$ cat src/rtl/sfft_frame_reader.sv
// ============================================================================
//  Module   : sfft_frame_reader
//  Brief    : Reads one spectrum frame from a byte-wide accelerator slave.
//             Sets the sample lock, checks the status byte, optionally reads
//             the frame timer, then streams N_BINS little-endian 32-bit bins
//             out over a valid/ready handshake and finally clears the lock.
//  Options  : define SFFT_READER_TIMESTAMP_EN to read the 4 timer bytes into
//             frame_time; when undefined the timer is skipped and
//             frame_time is tied to 0.
//  Revision : 1.0 - initial release
// ============================================================================
`default_nettype none

module sfft_frame_reader #(
    parameter int  N_BINS      = 256,
    parameter int  STATUS_ADDR = 4*N_BINS+4,
    localparam int IDX_W       = (N_BINS > 1) ? $clog2(N_BINS) : 1
) (
    input  logic             clk,
    input  logic             reset,
    input  logic             start,
    output logic             chipselect,
    output logic             write,
    output logic             read,
    output logic [15:0]      address,
    output logic [7:0]       writedata,
    input  logic [7:0]       readdata,
    output logic [31:0]      out_data,
    output logic [IDX_W-1:0] out_index,
    output logic             out_valid,
    input  logic             out_ready,
    output logic [31:0]      frame_time,
    output logic             busy,
    output logic             done,
    output logic             error
);

    // Bus addresses and control bytes
    localparam logic [15:0]      c_CTRL_ADDR   = 16'h0000;
    localparam logic [15:0]      c_TIMER_ADDR  = 16'(4*N_BINS);
    localparam logic [15:0]      c_STATUS_ADDR = 16'(STATUS_ADDR);
    localparam logic [7:0]       c_LOCK_SET    = 8'h01;
    localparam logic [7:0]       c_LOCK_CLR    = 8'h00;
    localparam logic [IDX_W-1:0] c_LAST_BIN    = IDX_W'(N_BINS-1);

    typedef enum logic [2:0] {
        ST_IDLE    = 3'd0,
        ST_LOCK    = 3'd1,
        ST_STATUS  = 3'd2,
`ifdef SFFT_READER_TIMESTAMP_EN
        ST_TIME    = 3'd3,
`endif
        ST_BINS    = 3'd4,
        ST_EMIT    = 3'd5,
        ST_RELEASE = 3'd6
    } state_t;

    // State after a good status byte depends on whether the timer is read
`ifdef SFFT_READER_TIMESTAMP_EN
    localparam state_t c_AFTER_STATUS = ST_TIME;
`else
    localparam state_t c_AFTER_STATUS = ST_BINS;
`endif

    state_t           r_state;
    state_t           w_next_state;

    logic             r_phase;       // 0 = ISSUE cycle, 1 = CAPTURE cycle
    logic [1:0]       r_byte;        // byte offset within the current word
    logic [IDX_W-1:0] r_bin;         // current bin number
    logic [31:0]      r_word;        // bin word being assembled / presented
    logic             r_status_ok;   // status bit0 of the current frame
    logic             r_post_reset;  // the pending RELEASE is the reset cleanup
    logic             r_done;
    logic             r_error;

    logic             w_cs;
    logic             w_rd;
    logic             w_wr;
    logic [15:0]      w_addr;
    logic [7:0]       w_wdata;
    logic             w_last_byte;
    logic             w_last_bin;
    logic             w_handshake;

    assign w_last_byte = (r_byte == 2'd3);
    assign w_last_bin  = (r_bin == c_LAST_BIN);
    assign w_handshake = (r_state == ST_EMIT) && out_ready;

    // State register; reset parks in RELEASE so a stale lock gets cleared
    always_ff @(posedge clk or negedge reset) begin
        if (!reset) begin
            r_state <= ST_RELEASE;
        end else begin
            r_state <= w_next_state;
        end
    end

    // Next-state decode and bus drive for the current state
    always_comb begin
        w_next_state = r_state;
        w_cs         = 1'b0;
        w_rd         = 1'b0;
        w_wr         = 1'b0;
        w_addr       = c_CTRL_ADDR;
        w_wdata      = c_LOCK_CLR;
        case (r_state)
            ST_IDLE: begin
                if (start) begin
                    w_next_state = ST_LOCK;
                end
            end
            ST_LOCK: begin
                w_cs         = 1'b1;
                w_wr         = 1'b1;
                w_addr       = c_CTRL_ADDR;
                w_wdata      = c_LOCK_SET;
                w_next_state = ST_STATUS;
            end
            ST_STATUS: begin
                w_cs   = 1'b1;
                w_rd   = 1'b1;
                w_addr = c_STATUS_ADDR;
                if (r_phase) begin
                    w_next_state = readdata[0] ? c_AFTER_STATUS : ST_RELEASE;
                end
            end
`ifdef SFFT_READER_TIMESTAMP_EN
            ST_TIME: begin
                w_cs   = 1'b1;
                w_rd   = 1'b1;
                w_addr = c_TIMER_ADDR + {14'd0, r_byte};
                if (r_phase && w_last_byte) begin
                    w_next_state = ST_BINS;
                end
            end
`endif
            ST_BINS: begin
                w_cs   = 1'b1;
                w_rd   = 1'b1;
                w_addr = (16'(r_bin) << 2) | {14'd0, r_byte};
                if (r_phase && w_last_byte) begin
                    w_next_state = ST_EMIT;
                end
            end
            ST_EMIT: begin
                // Bus stays idle while the word waits for the consumer
                if (out_ready) begin
                    w_next_state = w_last_bin ? ST_RELEASE : ST_BINS;
                end
            end
            ST_RELEASE: begin
                w_cs         = 1'b1;
                w_wr         = 1'b1;
                w_addr       = c_CTRL_ADDR;
                w_wdata      = c_LOCK_CLR;
                w_next_state = ST_IDLE;
            end
            default: begin
                w_next_state = ST_IDLE;
            end
        endcase
    end

    // Byte sequencing, word assembly, bin counter and status/done flags
    always_ff @(posedge clk or negedge reset) begin
        if (!reset) begin
            r_phase      <= 1'b0;
            r_byte       <= 2'd0;
            r_bin        <= '0;
            r_word       <= 32'd0;
            r_status_ok  <= 1'b0;
            r_post_reset <= 1'b1;
            r_done       <= 1'b0;
            r_error      <= 1'b0;
        end else begin
            r_done  <= 1'b0;
            r_error <= 1'b0;
            case (r_state)
                ST_LOCK: begin
                    r_phase <= 1'b0;
                    r_byte  <= 2'd0;
                    r_bin   <= '0;
                end
                ST_STATUS: begin
                    r_phase <= ~r_phase;
                    if (r_phase) begin
                        r_status_ok <= readdata[0];
                    end
                end
`ifdef SFFT_READER_TIMESTAMP_EN
                ST_TIME: begin
                    r_phase <= ~r_phase;
                    if (r_phase) begin
                        r_byte <= r_byte + 2'd1;
                    end
                end
`endif
                ST_BINS: begin
                    r_phase <= ~r_phase;
                    if (r_phase) begin
                        // Ascending bytes shift in from the top: little-endian
                        r_byte <= r_byte + 2'd1;
                        r_word <= {readdata, r_word[31:8]};
                    end
                end
                ST_EMIT: begin
                    if (w_handshake) begin
                        r_bin <= w_last_bin ? '0 : r_bin + IDX_W'(1);
                    end
                end
                ST_RELEASE: begin
                    r_post_reset <= 1'b0;
                    if (!r_post_reset) begin
                        r_done  <= 1'b1;
                        r_error <= ~r_status_ok;
                    end
                end
                default: begin
                end
            endcase
        end
    end

`ifdef SFFT_READER_TIMESTAMP_EN
    logic [23:0] r_time_acc;
    logic [31:0] r_frame_time;

    // Timer bytes collect in a holding register; frame_time moves only once
    // the fourth byte is in so it never shows a half-updated value
    always_ff @(posedge clk or negedge reset) begin
        if (!reset) begin
            r_time_acc   <= 24'd0;
            r_frame_time <= 32'd0;
        end else if ((r_state == ST_TIME) && r_phase) begin
            if (w_last_byte) begin
                r_frame_time <= {readdata, r_time_acc};
            end else begin
                r_time_acc <= {readdata, r_time_acc[23:8]};
            end
        end
    end

    assign frame_time = r_frame_time;
`else
    assign frame_time = 32'd0;
`endif

    // Bus and status outputs are forced low for the whole reset interval,
    // even though the state register sits in RELEASE during it
    assign chipselect = reset & w_cs;
    assign read       = reset & w_rd;
    assign write      = reset & w_wr;
    assign address    = reset ? w_addr  : 16'h0000;
    assign writedata  = reset ? w_wdata : 8'h00;
    assign out_valid  = reset & (r_state == ST_EMIT);
    assign busy       = reset & (r_state != ST_IDLE);
    assign out_data   = r_word;
    assign out_index  = r_bin;
    assign done       = r_done;
    assign error      = r_error;

endmodule

`default_nettype wire
$ cat config.mk
export PLATFORM = sky130hd
export DESIGN_NAME = sfft_frame_reader
export DESIGN_NICKNAME = d
export VERILOG_FILES = /design/src/rtl/sfft_frame_reader.sv
export SDC_FILE = /design/constraint.sdc
export NUM_CORES = 1
export LEC_CHECK = 0
export ABC_AREA = 1
export CAP_MARGIN = 20
export CORE_AREA = 2 2 85 87
export CTS_CLUSTER_DIAMETER = 80
export DETAILED_ROUTE_END_ITERATION = 10
export DIE_AREA = 0 0 87 89
export GPL_TIMING_DRIVEN = 0
export PLACE_DENSITY = 0.86
export SYNTH_ARGS = -nofsm -noshare
export SYNTH_HDL_FRONTEND = slang
export SYNTH_SLANG_ARGS = --single-unit
export TNS_END_PERCENT = 20
$ cat constraint.sdc
create_clock -name clk -period 1.7 [get_ports clk]
set_clock_uncertainty 0.15 [all_clocks]
set_input_delay 0.17 -clock clk [delete_from_list [all_inputs] [get_ports clk]]
set_output_delay 0.17 -clock clk [all_outputs]
set_load 0.01 [all_outputs]
==> results.cfg <==
[outcome]
status = complete, but fails checks
violated_checks = setup timing

[clock_tree]
worst_setup_hold_path_clk_slew_ns = 0.09
ctsRootBufferMaster = clkbuf_8
cts-htree-levels = 2
cts_made_buffers = 5
clockBufferDepth = 2
clkSinkCount = 50
clock_insertion_delay_worst_skew_ns = 0.30
tritoncts = yes

[worst_setup_path]
crit_start = r_state[2]
timing.setup.critical_path_class = reg -> out
cp.required_ns = 1.38
crit_slowest_cell = dfstp_2
ff2ff_setup_slack_ns = -0.03
timing.critical_path.fanout_max = 5
critical-path-top-delay-family = flip-flops
critPathArrivalTime_ns = 1.63
reg2reg_depth = 11
cpPeakStageDelay_ns = 0.54
reg2reg_to = r_state[1]
cp.buffers_inverters = 3
cp-end-kind = output port
regToRegStartpoint = r_state[2]
cp_cell_sequence = buf_6 -> clkinvlp_4 -> nand3_4 -> a21oi_2 -> or2_1 -> buf_2
worst_setup_path_start_kind = flip-flop

[final_layout]
layout.cells.non_filler = 554
final_common_cell = nand2_1
layout-drive-gt1-share = 0.272
mostFrequentLayoutCells = nand2_1 (82), buf_4 (56), clkdlybuf4s50_1 (52)
utilization = 0.597
area.growth.synth_to_final_pct = 50.8
final_net_count = 488
fillerInstances = 607
antenna_cells = 0
design_area_um2 = 4010

[grt]
grt-ovfl-total = 0
grtUsageTotal = 0.182
grt_pass1_wl_um = 11100
number_of_antenna_violations_at_the_first_check_in_global_routing = 0
grt_start_max_net_pins = 31
vias_in_the_first_global_route = 2419

[detailed_routing]
drt_first_iter_violations = 101
vias = 2583
remaining_drc_errors = 0
post_drt_via_cell_ratio = 4.66
remaining_antenna_violation_count_after_routing = 0
routed_wl_per_cell_um = 13.0
drt_pre_antenna_iters = 4
totalWireLength_um = 7200

[placed_design]
place.port_buffers = 70
placed_cells = 530
final_weighted_congestion_in_routability_driven_placement = 0.795
dpl.hpwl_um = 4910
placement.cell_area_um2 = 3640

[sta]
final_min_period_over_clock_period = 1.14
maxSlewHeadroom = 0.623
setup_violations = 21
worst_slew_pin_slew_ns = 0.564
hold_viol = 0
maxSlewViolCount = 0
max_freq_mhz = 514
timing.final.crit_period_ns = 1.95
setup_repair_after_global_routing_missed_its_margin = true
worst_case_setup_margin_in_the_final_layout_ns = -0.245

[logic_synthesis]
synth_seq_cells = 50
asyncSetResetFlopFracSynth = 1.00
synth.cell_area_um2 = 2660
yosysSeqAreaShare = 0.472
average_instance_area_after_synthesis_um2 = 7.92
synth_enable_flop_cells = 0
synth_largest_type_area_fraction = 0.442
synth_top_cell_by_area = dfrtp_1
synth-warning-count = 0
dominantRegCellSynth = dfrtp_1
yosys-top-cells-area = dfrtp_1 (44%), buf_4 (12%), nand2_1 (12%)
postSynthCellCount = 336
netlist-cell-type-count = 24

[power]
cell_area_power_density_nw_per_um2 = 1350
ir_worst_vdd_mv = 0.828
power_leakage_nw = 2.09

[floorplanning]
die_height_um = 89
floorplan.rows = 30
fp.coreArea_um2 = 6720
design.die.area_um2 = 7740
ios = 115
initial_core_util = 0.396
chipWidth_um = 87

[worst_hold_path]
holdCritPathClass = in -> async

[run]
cap_viol_max_count = 0
## metal layers
layer	GRT usage	vias to the layer above	routed length (um)
li1	-	1241	-
met1	0.206	1196	2710
met2	0.330	125	3740
met3	0.0425	21	579
met4	0.0781	0	167
met5	0	-	0
## cell families (layout without fill, tap and decap cells)
| kind of cell | count (synthesis) | count (layout) | synth area share |
|---|---|---|---|
| simple gates | 156 | 156 | 0.242 |
| buf+inv | 90 | 185 | 0.202 |
| flops | 50 | 50 | 0.472 |
| compound gates | 37 | 37 | 0.0734 |
| fa+ha+maj | 2 | 2 | 0.00941 |
| other cells | 1 | 44 | 0.00141 |
## report_power, final
part           leakage (nW)  switching, W  total, W  internal (W)
combinational          1.43       0.00142   0.00280       0.00138
clock                0.0362      0.000394  0.000676      0.000282
sequential            0.620      0.000313   0.00195       0.00164
total                  2.09       0.00213   0.00543       0.00330
## repair_timing
item | CTS | global route
hold buffers | 4 | 1
gates resized for setup | 93 | 21
pin swaps | 4 | 6
endpoints found under the setup margin | 17 | 57
setup buffers | 10 | 1
hold endpoints to repair | 47 | 25
## per-stage QoR
stage	hold WS (ns)	total power, W	TNS [ns]	worst slack [ns]
detailed placement	0.0370	0.00436	-8.84	-0.577
floorplan	-0.276	0.00316	0	0.0772
finish	0.0456	0.00543	-2.97	-0.245
global placement	0.281	0.00428	-93.44	-2.28
global route	0.0587	0.00582	-5.69	-0.340
CTS	-0.0808	0.00533	-3.14	-0.253
## worst reg2reg max path, cell delays in order, from the launching register on
cell,delay (ns)
dfstp_2,0.54
buf_6,0.11
clkinvlp_4,0.15
nand3_4,0.12
buf_4,0.11
buf_4,0.11
buf_6,0.10
inv_1,0.03
nor2_1,0.08
nand2_1,0.06
nand2_1,0.07
nand2_1,0.05
## how the worst max path moves through the flow
stage                 end  slack, ns  depth (start not counted)
2_1_floorplan  address[2]       0.08                          6
3_3_place_gp   chipselect      -2.28                          5
3_5_place_dp   address[2]      -0.58                          7
4_1_cts        chipselect      -0.25                          6
5_1_grt        chipselect      -0.34                          6
6_report       chipselect      -0.25                          6
## state kept, by name, indices dropped and copies added (netlist names)
name          flops
r_byte            2
out_data         32
done              1
r_state           3
r_phase           1
out_index         8
error             1
r_status_ok       1
r_post_reset      1
## final cells by class
type / count / area (um2) / share of cell area
plain buffers: 54 / 418 / 0.104
clock inverters: 2 / 15.0 / 0.00374
repair buffers: 88 / 856 / 0.213
well taps: 80 / 100 / 0.0250
multi-input cells: 239 / 1160 / 0.289
flip-flops and latches: 50 / 1260 / 0.313
inverters: 36 / 139 / 0.0346
clock buffers: 5 / 68.8 / 0.0172
## Yosys cell counts (2+ instances only)
| cell type | number |
|---|---|
| buf_4 | 44 |
| nand3_1 | 20 |
| nand2_1 | 85 |
| buf_6 | 4 |
| nand2_2 | 3 |
| nor2_1 | 38 |
| buf_2 | 4 |
| ha_1 | 2 |
| nand4_1 | 6 |
| clkbuf_1 | 2 |
| o21ai_0 | 18 |
| a21oi_1 | 15 |
| inv_1 | 35 |
| dfrtp_1 | 47 |
| a21oi_2 | 2 |
| dfstp_2 | 3 |
No activity file was read; power rests on OpenSTA's default activity.
